File: config.mk
export PLATFORM = sky130hd
export DESIGN_NAME = mips_fetch_unit
export DESIGN_NICKNAME = d
export VERILOG_FILES = /design/src/rtl/mips_fetch_unit.sv
export SDC_FILE = /design/constraint.sdc
export NUM_CORES = 1
export LEC_CHECK = 0
export CAP_MARGIN = 15
export CORE_UTILIZATION = 61
export DETAILED_ROUTE_END_ITERATION = 8
export DONT_BUFFER_PORTS = 1
export PLACE_DENSITY = 0.8
export SLEW_MARGIN = 10
export SYNTH_ARGS = -nofsm -noshare
export SYNTH_HDL_FRONTEND = slang
export SYNTH_SLANG_ARGS = --single-unit
export TNS_END_PERCENT = 1
File: constraint.sdc
create_clock -name clk -period 9.65 [get_ports clk]
set_clock_uncertainty 0.2 [all_clocks]
set_input_delay 1.93 -clock clk [delete_from_list [all_inputs] [get_ports clk]]
set_output_delay 1.93 -clock clk [all_outputs]
set_load 0.02 [all_outputs]
File: src/rtl/mips_fetch_unit.sv
// mips_fetch_unit
//   Instruction-fetch front end for the pipelined MIPS core. It owns the fetch
//   PC and issues pipelined requests to a variable-latency, in-order
//   instruction memory. Responses are buffered in a QDEPTH-entry prefetch
//   queue. The queue head is presented to the Fetch/Decode register as
//   {instr, pc, pc+4} under a valid/ready handshake. A redirect (branch, jump
//   or jr) flushes all speculative state and restarts fetch at the new PC.
//
// Ports
//   clk, rst                 rising-edge clock, synchronous active-high reset
//   imem_req_valid/_addr     fetch request toward memory (addr = fetch PC)
//   imem_req_ready           memory accepts the request this cycle
//   imem_rsp_valid/_data     in-order response, no backpressure
//   redirect_valid/_pc       flush and restart fetch at redirect_pc (word aligned)
//   fd_valid/_instr/_pc      head instruction toward decode
//   fd_pc_plus4              fd_pc + 4, wrapping
//   fd_ready                 decode accepts the head entry
//   err_rsp                  sticky: response seen with nothing outstanding
module mips_fetch_unit #(
  parameter int                ADDR_W   = 32,
  parameter logic [ADDR_W-1:0] RESET_PC = '0,
  parameter int                QDEPTH   = 4
) (
  input  logic              clk,
  input  logic              rst,
  output logic              imem_req_valid,
  output logic [ADDR_W-1:0] imem_req_addr,
  input  logic              imem_req_ready,
  input  logic              imem_rsp_valid,
  input  logic [31:0]       imem_rsp_data,
  input  logic              redirect_valid,
  input  logic [ADDR_W-1:0] redirect_pc,
  output logic              fd_valid,
  output logic [31:0]       fd_instr,
  output logic [ADDR_W-1:0] fd_pc,
  output logic [ADDR_W-1:0] fd_pc_plus4,
  input  logic              fd_ready,
  output logic              err_rsp
);

  localparam int PW = $clog2(QDEPTH);
  localparam int CW = PW + 1;
  localparam logic [CW:0] QDEPTH_L = (CW+1)'(QDEPTH);

  // Queue storage: data only, never reset; validity lives in filled_q.
  logic [ADDR_W-1:0] pc_q   [QDEPTH];
  logic [31:0]       data_q [QDEPTH];

  // Control state.
  logic [ADDR_W-1:0] fetch_pc_q;
  logic [QDEPTH-1:0] filled_q;
  logic [PW-1:0]     head_q, tail_q, fill_q;
  logic [CW-1:0]     used_q;   // reserved entries (filled or not)
  logic [CW-1:0]     pend_q;   // reserved entries still waiting for data
  logic [CW-1:0]     drop_q;   // stale responses still to be discarded
  logic              err_q;

  logic [CW:0] occ;
  logic        req_fire, fd_fire;
  logic        rsp_drop, rsp_fill, rsp_err;
  logic        rsp_consumed;

  // Memory slots are committed both to live entries and to stale
  // responses still in flight, so both count against the queue depth.
  assign occ            = {1'b0, used_q} + {1'b0, drop_q};
  assign imem_req_valid = !rst && !redirect_valid && (occ < QDEPTH_L);
  assign imem_req_addr  = fetch_pc_q;

  assign req_fire = imem_req_valid && imem_req_ready;
  assign fd_fire  = fd_valid && fd_ready;

  assign rsp_drop     = imem_rsp_valid && (drop_q != '0);
  assign rsp_fill     = imem_rsp_valid && (drop_q == '0) && (pend_q != '0);
  assign rsp_err      = imem_rsp_valid && (drop_q == '0) && (pend_q == '0);
  assign rsp_consumed = rsp_drop || rsp_fill;

  // Head entry drives decode straight from registers; fields read as zero
  // while the head is empty.
  assign fd_valid    = filled_q[head_q];
  assign fd_instr    = fd_valid ? data_q[head_q] : '0;
  assign fd_pc       = fd_valid ? pc_q[head_q]   : '0;
  assign fd_pc_plus4 = fd_pc + ADDR_W'(4);
  assign err_rsp     = err_q;

  always_ff @(posedge clk) begin
    if (req_fire) pc_q[tail_q] <= fetch_pc_q;
    if (rsp_fill) data_q[fill_q] <= imem_rsp_data;
  end

  always_ff @(posedge clk) begin
    if (rst) begin
      fetch_pc_q <= RESET_PC;
      filled_q   <= '0;
      head_q     <= '0;
      tail_q     <= '0;
      fill_q     <= '0;
      used_q     <= '0;
      pend_q     <= '0;
      drop_q     <= '0;
      err_q      <= 1'b0;
    end else if (redirect_valid) begin
      // Every outstanding request becomes stale; a response arriving in
      // this same cycle is already accounted for here.
      fetch_pc_q <= {redirect_pc[ADDR_W-1:2], 2'b00};
      filled_q   <= '0;
      head_q     <= '0;
      tail_q     <= '0;
      fill_q     <= '0;
      used_q     <= '0;
      pend_q     <= '0;
      drop_q     <= drop_q + pend_q - CW'(rsp_consumed);
      if (rsp_err) err_q <= 1'b1;
    end else begin
      // Push, fill and pop target distinct entries whenever they coincide.
      if (req_fire) begin
        filled_q[tail_q] <= 1'b0;
        tail_q           <= tail_q + 1'b1;
        fetch_pc_q       <= fetch_pc_q + ADDR_W'(4);
      end
      if (rsp_fill) begin
        filled_q[fill_q] <= 1'b1;
        fill_q           <= fill_q + 1'b1;
      end
      if (fd_fire) begin
        filled_q[head_q] <= 1'b0;
        head_q           <= head_q + 1'b1;
      end
      if (rsp_drop) drop_q <= drop_q - 1'b1;
      if (rsp_err)  err_q  <= 1'b1;
      used_q <= used_q + CW'(req_fire) - CW'(fd_fire);
      pend_q <= pend_q + CW'(req_fire) - CW'(rsp_fill);
    end
  end

endmodule
==> results.json <==
{
  "regArea_um2": 8490,
  "first_pass_iters": 5,
  "worstReg2RegStart": "drop_q[1]",
  "rsz0062_at_grt": "false",
  "setup_viol": 0,
  "power.density_nw_per_um2": 194,
  "synth-edff-count": 248,
  "synth_warnings": 0,
  "top_usage_layer": "met2",
  "globalplace.congestion": 0.829,
  "drc": 0,
  "initial_core_util": 0.624,
  "async_reset_ff_frac": 0,
  "ys_top_cells_by_count": "edfxtp_1, and2_1, nand2_1",
  "syn_to_final_growth_pct": 9.07,
  "p_total_mw": 2.79,
  "h-tree-depth": 1,
  "num_antenna_cells": 0,
  "cts_buffers": 30,
  "ys_seq_elements": 300,
  "vias_per_cell": 6.27,
  "crit_slowest_cell": "or4_4",
  "num_vias": 7315,
  "cts_hold_buf": 0,
  "worstHoldPathType": "flop to flop",
  "die_w_um": 149,
  "rr_worst_depth": 14,
  "clkLatencyLatePin_ns": 0.54,
  "min_period_ns": 6.19,
  "clockBufferDepth": 3,
  "drtIter0Drc": 554,
  "wl_um": 26300,
  "timing_hold_violations_final": 0,
  "worstPathRequired_ns": 7.52,
  "path_cells": "mux4_2, buf_4, and2_1, ha_1, nand4_1, or4_4, nor4b_4, xor2_1",
  "synth_top_area_cell": "edfxtp_1",
  "post_cts_resized": 0,
  "ant_nets": 0,
  "critPathBufInv": 1,
  "multi_input_area_um2": 4290,
  "yosysSeqAreaShare": 0.645,
  "antenna_found_initial": 0,
  "hold_end": "tail_q[1]",
  "crit_fanout": 81,
  "die_y_um": 149,
  "grt.met1_usage": 0.343,
  "slew_headroom": 0.339,
  "wire_per_inst_um": 22.6,
  "grt_max_degree": 82,
  "utilization": 0.680,
  "use_met2": 0.374,
  "max_stage_delay_ns": 0.67,
  "rrSetupSlack_ns": 6.46,
  "period_share": 0.641,
  "gr-total-overflow": 0,
  "holdPathStages": 2,
  "r2r-end": "drop_q[2]",
  "grt_pass1_wl_um": 40000,
  "cts.sinks": 300,
  "cp-end-kind": "primary output",
  "ioPinCount": 201,
  "cts_root_buf": "clkbuf_16",
  "synth_top_area_frac": 0.566,
  "max_freq_ghz": 0.162,
  "cap_violations": 0,
  "ys.flop_type": "edfxtp_1",
  "tritoncts": "done",
  "start_kind": "flop",
  "drv_slew": 0,
  "core_area_um2": 21100,
  "synth.cell_area_um2": 13200,
  "gr-usage-met3": 0.0563,
  "tns_ns": 0,
  "yosysUniqueCellTypes": 54,
  "grt_pass1_vias": 7103,
  "cts_setup_buffers": 0,
  "drive_gt1_frac": 0.145,
  "leakage_nw": 4.77,
  "status": "finished, final reports clean",
  "path_delay_family": "simple AND/OR/NAND/NOR gates",
  "numPortBuffers": 0,
  "tightest_slew_ns": 0.991,
  "fin_nets": 963,
  "fillers": 1422,
  "hold_start": "tail_q[1]",
  "path_class": "flop to primary output",
  "dp_hpwl_um": 16400,
  "fp.dieArea_um2": 22200,
  "syn_inst": 872,
  "cp.arrival_ns": 4.06,
  "ir_drop_mv": 0.133,
  "clkSlewWorstSetupHoldPaths_ns": 0.06,
  "synth.area.top_cells": "edfxtp_1, mux4_2, dfxtp_1, and2_1, xnor2_1",
  "track_usage": 0.240,
  "syn_avg_cell_area_um2": 15.1,
  "rows": 53,
  "yosys.cell_count.top_type": "edfxtp_1"
}
==> stage by stage <==
stage,worst slack (ns),std cells,instance area [um^2],hold slack [ns]
final,3.46,1166,14300,0.300
after global routing,3.20,1166,14300,0.333
after CTS,3.44,1166,14300,0.301
after detailed placement,4.02,1110,13300,0.292
after global placement,4.05,1110,13300,0.290
after floorplan,3.93,877,13200,0.269
==> final cells by class <==
type	count	share of cell area
Sequential cell	300	0.592
Multi-Input combinational cell	491	0.299
Clock buffer	46	0.0628
Tap cell	275	0.0240
Inverter	35	0.00916
Clock inverter	10	0.00846
Timing Repair Buffer	9	0.00471
==> flip-flops by register name, summed over array words and instances (netlist names), named ones only <==
| signal | count |
|---|---|
| data_q | 128 |
| imem_req_addr | 30 |
| fill_q | 2 |
| tail_q | 2 |
| err_rsp | 1 |
| pend_q | 3 |
| pc_q | 120 |
| used_q | 3 |
| drop_q | 3 |
| head_q | 2 |
| filled_q | 4 |
==> cells by family after synthesis <==
kind of cell	synth area share
AOI/OAI and AO/OA	0.0379
xor gates and xnor gates	0.0333
adders and majority gates	0.0264
buffers and inverters	0.0305
DFF	0.645
muxes	0.114
other	0.000285
and+or+nand+nor	0.112
==> worst reg2reg max path: stages, from the launching register on <==
cell      delay (ns)
dfxtp_1         0.38
inv_1           0.10
ha_1            0.22
nor4bb_1        0.15
buf_4           0.18
or2_2           0.29
ha_1            0.27
inv_1           0.04
ha_1            0.18
fa_1            0.38
xnor2_1         0.21
xnor2_1         0.14
a22oi_1         0.09
xnor2_1         0.18
nor2_1          0.05
==> how the worst max path moves through the flow <==
stage | from | to | slack, ns | cells after the start
2_1_floorplan | head_q[0] | fd_pc_plus4[22] | 3.93 | 11
5_1_grt | head_q[0] | fd_pc_plus4[22] | 3.20 | 8
6_report | head_q[0] | fd_pc_plus4[22] | 3.46 | 8
3_3_place_gp | head_q[0] | fd_pc_plus4[22] | 4.05 | 8
4_1_cts | head_q[0] | fd_pc_plus4[22] | 3.44 | 8
3_5_place_dp | head_q[0] | fd_pc_plus4[22] | 4.02 | 8
==> placed cells by master (no fill, tap or decap), types with 5 or more instances in the layout <==
cell,count
inv_1,35
dfxtp_1,50
buf_4,9
ha_1,23
edfxtp_1,248
a21oi_1,27
and2_1,60
nand4_1,27
nand2_1,56
xnor2_1,37
o21ai_0,13
nor3_1,12
a31oi_1,12
mux4_1,10
clkbuf_16,30
clkbuf_1,7
nor2_1,37
mux4_2,53
and4_1,10
and3_1,8
xor2_1,13
nand3_1,17
a311oi_1,5
nor4_1,8
or3_1,5
conb_1,6
clkbuf_8,9
a211oi_1,6
==> layer usage <==
metal,part of all wire,up-vias
li1,-,3323
met1,0.43,3629
met2,0.46,323
met3,0.088,40
met4,0.019,0
met5,0,-
==> power breakdown <==
part / internal [mW] / switching [mW] / total [mW]
combinational: 0.0609 / 0.0832 / 0.144
sequential: 1.43 / 0.0452 / 1.48
clock: 0.698 / 0.468 / 1.17
total: 2.19 / 0.596 / 2.79
(Power assumes the default switching activity.)
==> variant 1, RTL diff (config.mk and constraints unchanged) <==
Reset style: asynchronous (`rst`), changed in one clocked block. Comments in the files are not updated.
--- a/src/rtl/mips_fetch_unit.sv
+++ b/src/rtl/mips_fetch_unit.sv
@@ -89,3 +89,3 @@
 
-  always_ff @(posedge clk) begin
+  always_ff @(posedge clk or posedge rst) begin
     if (rst) begin
Behaviour: differs if rst is asserted again (counterexample within 4 cycles, from zero or initial values and one cycle with rst high); with rst held inactive, the same outputs for 4 cycles.
==> variant 1 against the unedited design <==
Count of clock-buffer cells in the layout down 9. Area after synthesis rose by 1.8%. Worst setup slack worse by 1.0 ns. Wire length grew 4.0%. Clock power shrank 7%. Sequential cell count fell by 2. Global-route usage grew 1.0 points. Utilization rose by 0.21 points. Cell area rose by 1.3%. Power grew 5.0%. Combinational power is 88% higher. Maximum frequency fell by 14%. Sequential share of layout area up 0.71 points. Critical endpoint is now fd_pc_plus4[26].
==> variant 1: results (changes against the unedited design) <==
Detailed Route Iter0 Violations = 564 (was 554)
Initial antenna violation count = 1 (was 0)
TritonCTS Buffers = 29 (was 30)
Met3 wire length = 2460 microns (was 2310 microns)
Critical R2R Capture = used_q[2]$_DFF_PP0_ (was drop_q[2]$_SDFFE_PP0P_)
Layout cells sized above 1 = 13.9% (was 14.5%)
Met2 Usage GRT = 38.9% (was 37.4%)
Final WL = 27400 microns (was 26300 microns)
HP Start = drop_q[2]$_DFFE_PP0P_ (was tail_q[1]$_SDFFE_PP0P_)
WL met1 = 11200 microns (was 11400 microns)
Path depth of the worst reg2reg path = 10 (was 14)
Hold Path Sink = drop_q[2]$_DFFE_PP0P_ (was tail_q[1]$_SDFFE_PP0P_)
Cell Area, Placed = 13600 sq um (was 13300 sq um)
First-pass GRT wire length = 41900 microns (was 40000 microns)
Via density = 6.44 (was 6.27)
Post-synth ARST share = 16.8% (was 0%)
Met3 Use GR = 5.97% (was 5.63%)
Worst r2r src = head_q[1]$_DFFE_PP0P_ (was drop_q[1]$_SDFFE_PP0P_)
Worst-path clk slew = 0.06 ns (about the same)
CP peak stage delay = 0.87 ns (was 0.67 ns)
Mux share of post-synthesis cell area = 11.4% (about the same)
Crit-path slowest cell = dfrtp_2 (was or4_4)
GR Util met1 = 35.6% (was 34.3%)
Area grow syn2layout = 8.54% (was 9.07%)
HPWL after DPL = 17700 microns (was 16400 microns)
WL met2 = 13200 microns (was 12100 microns)
Post-cts resize count = 0 (unchanged)
Fin Hold WS = 0.382 ns (was 0.300 ns)
Critical Path End = fd_pc_plus4[26] (was fd_pc_plus4[22])
Root buffer cell = clkbuf_16 (unchanged)
Worst VDD drop = 150 uV (was 133 uV)
CP max FO = 39 (was 81)
Sequential share of the synthesized area = 65.0% (was 64.5%)
Routability Congestion = 0.820 (was 0.829)
Compound-Gate Fraction of Synth Area = 3.99% (was 3.79%)
Fill count = 1361 (was 1422)
Vias = 7461 (was 7315)
Largest net degree at the start of global routing = 58 (was 82)
Total track usage = 25.0% (was 24.0%)
Static Leak = 0.00502 uW (was 0.00477 uW)
Synth top cells by count = 248 x edfxtp_1, 67 x and2_1, 65 x nand2_1 (was 248 x edfxtp_1, 64 x and2_1, 56 x nand2_1)
# nets final = 959 (was 963)
Final period util = 74.9% (was 64.1%)
Worst reg2reg setup slack = 5.62 ns (was 6.46 ns)
Top post-synthesis cells by area = edfxtp_1 56%, dfrtp_1 9.3%, mux4_2 7.7% (was edfxtp_1 57%, mux4_2 9.1%, dfxtp_1 7.9%)
Mapped Cells = 862 (was 872)
Yosys cell types = 59 (was 54)
Synth Area in Adders = 2.79% (was 2.64%)
Vias in the first global route = 7420 (was 7103)
Status = finished, final reports clean (unchanged)
Hold depth = 1 (was 2)
Dpl ws = 2.99 ns (was 4.02 ns)
Xor and xnor area share after synthesis = 2.68% (was 3.33%)
Slew at the pin closest to its max-slew limit = 0.877 ns (was 0.991 ns)
Post-Place Cells = 1104 (was 1110)
variant 1: changes by cell type after synthesis, moves of 6 or more:
cell,before,now
clkbuf_1,33,21
dfrtp_1,0,50
dfxtp_1,52,0
mux4_1,10,17
nand4_1,27,20
o311ai_0,1,7
nand3_1,17,24
xnor2_1,37,26
a31oi_1,12,6
nor2_1,37,22
mux4_2,53,46
o21ai_0,13,29
nand2_1,56,65
a21oi_1,27,16
variant 1: cell type report:
| cell class | instances | share of cell area, % |
|---|---|---|
| sequential | 298 | 59.9 |
| multi-input combinational | 481 | 29.5 |
| clock buffer | 37 | 5.70 |
| tap | 275 | 2.37 |
| inverter | 39 | 1.01 |
| clock inverter | 15 | 0.749 |
| timing repair buffer | 12 | 0.706 |
| antenna | 1 | 0.0172 |
variant 1: power by group:
| group | internal [uW] | total [uW] | switching [uW] |
|---|---|---|---|
| clock network | 631 | 1090 | 458 |
| registers | 1460 | 1560 | 102 |
| logic | 106 | 270 | 164 |
==> variant 2, RTL diff (same settings) <==
Made on the original files. The parameter `ADDR_W` goes from 32 to 40.
--- a/src/rtl/mips_fetch_unit.sv
+++ b/src/rtl/mips_fetch_unit.sv
@@ -19,3 +19,3 @@
 module mips_fetch_unit #(
-  parameter int                ADDR_W   = 32,
+  parameter int                ADDR_W   = 40,
   parameter logic [ADDR_W-1:0] RESET_PC = '0,
Interface: changed (resized fd_pc, fd_pc_plus4, imem_req_addr and redirect_pc); port bits go from 201 to 233. The function was not compared with the original's and may differ.
==> variant 2 against the unedited design <==
Final cell count grew 16%. Sequential cell count grew 40. Utilization shrank 0.20 points. Area after synthesis grew 15%. Cell area grew 15%. Global-route usage grew 1.3 points. Power grew 16%. Worst hold slack gained 0.012 ns. Wire length grew 21%. Via count grew 17%. Clock power grew 17%. Worst setup slack gained 0.21 ns. Critical endpoint is now fd_pc_plus4[33]. Largest power group unchanged.
==> variant 2: results (changes against the unedited design) <==
CP peak stage delay = 0.74 ns (was 0.67 ns)
Syn_area_per_cell = 15.0 sq um (was 15.1 sq um)
Fill count = 1598 (was 1422)
Post-Place Cells = 1289 (was 1110)
Multi-In Gates = 578 (was 491)
Worst Path Arrival = 3.84 ns (was 4.06 ns)
Sequential share of the synthesized area = 63.4% (was 64.5%)
Worst VDD drop = 137 uV (was 133 uV)
H-tree depth = 2 (was 1)
Max reg flops = 152 (was 128)
Seq cells = 340 (was 300)
Max_slew headroom = 38.3% (was 33.9%)
Top post-synthesis cells by area = edfxtp_1 55%, mux4_2 8.8%, dfxtp_1 7.9% (was edfxtp_1 57%, mux4_2 9.1%, dfxtp_1 7.9%)
GR Util met1 = 35.9% (was 34.3%)
Status = finished, final reports clean (unchanged)
Final Cell Area = 16500 sq um (was 14300 sq um)
Largest net degree at the start of global routing = 58 (was 82)
WL met2 = 15200 microns (was 12100 microns)
Detailed Route Iter0 Violations = 813 (was 554)
Vias in the first global route = 8379 (was 7103)
ANT cells = 2 (was 0)
# nets final = 1109 (was 963)
Dpl ws = 4.10 ns (was 4.02 ns)
First-pass GRT wire length = 48600 microns (was 40000 microns)
Xor and xnor area share after synthesis = 3.24% (was 3.33%)
Synth Area in Adders = 2.46% (was 2.64%)
CP max FO = 42 (was 81)
Met3 Use GR = 5.27% (was 5.63%)
Static Leak = 0.00562 uW (was 0.00477 uW)
Yosys cell types = 66 (was 54)
WL met1 = 13300 microns (was 11400 microns)
Non-clock buffer contribution to total cell area = 0.319% (was 0.471%)
Initial antenna violation count = 2 (was 0)
TritonCTS Buffers = 36 (was 30)
Routability Congestion = 0.850 (was 0.829)
Total track usage = 25.3% (was 24.0%)
Vias = 8572 (was 7315)
Core Util, Final = 67.8% (was 68.0%)
Compound-Gate Fraction of Synth Area = 4.07% (was 3.79%)
Post-synth EDFFs = 280 (was 248)
Multi-input combinational area share = 30.9% (was 29.9%)
Drt wl/cell = 23.5 microns (was 22.6 microns)
Non-Clock Buffer Count = 7 (was 9)
-- variant 2: cell families (layout without fill, tap and decap cells) --
kind of cell    after synthesis  in the layout
fa+ha+maj                    28             28
xor+xnor                     56             56
simple gates                306            306
other cells                   1              8
buf+inv                      97            112
compound gates              101            101
mux                          81             81
flops                       340            340
-- variant 2: power breakdown --
part | internal, uW | leakage [uW] | switching (uW)
logic | 70.5 | 0.00201 | 99.9
clock network | 827 | 0.000562 | 541
registers | 1620 | 0.00305 | 59.2
-- variant 2: path summary, 6_finish.rpt --
path / endpoint / depth (start not counted) / slack [ns] / start
setup reg to reg: used_q[2]$_SDFF_PP0_ / 12 / 5.46 / drop_q[2]$_SDFFE_PP0P_
setup / recovery: fd_pc_plus4[33] / 7 / 3.68 / flip-flop
hold / removal: tail_q[1]$_SDFFE_PP0P_ / 2 / 0.31 / tail_q[1]$_SDFFE_PP0P_
hold reg to reg: tail_q[1]$_SDFFE_PP0P_ / 2 / 0.31 / tail_q[1]$_SDFFE_PP0P_
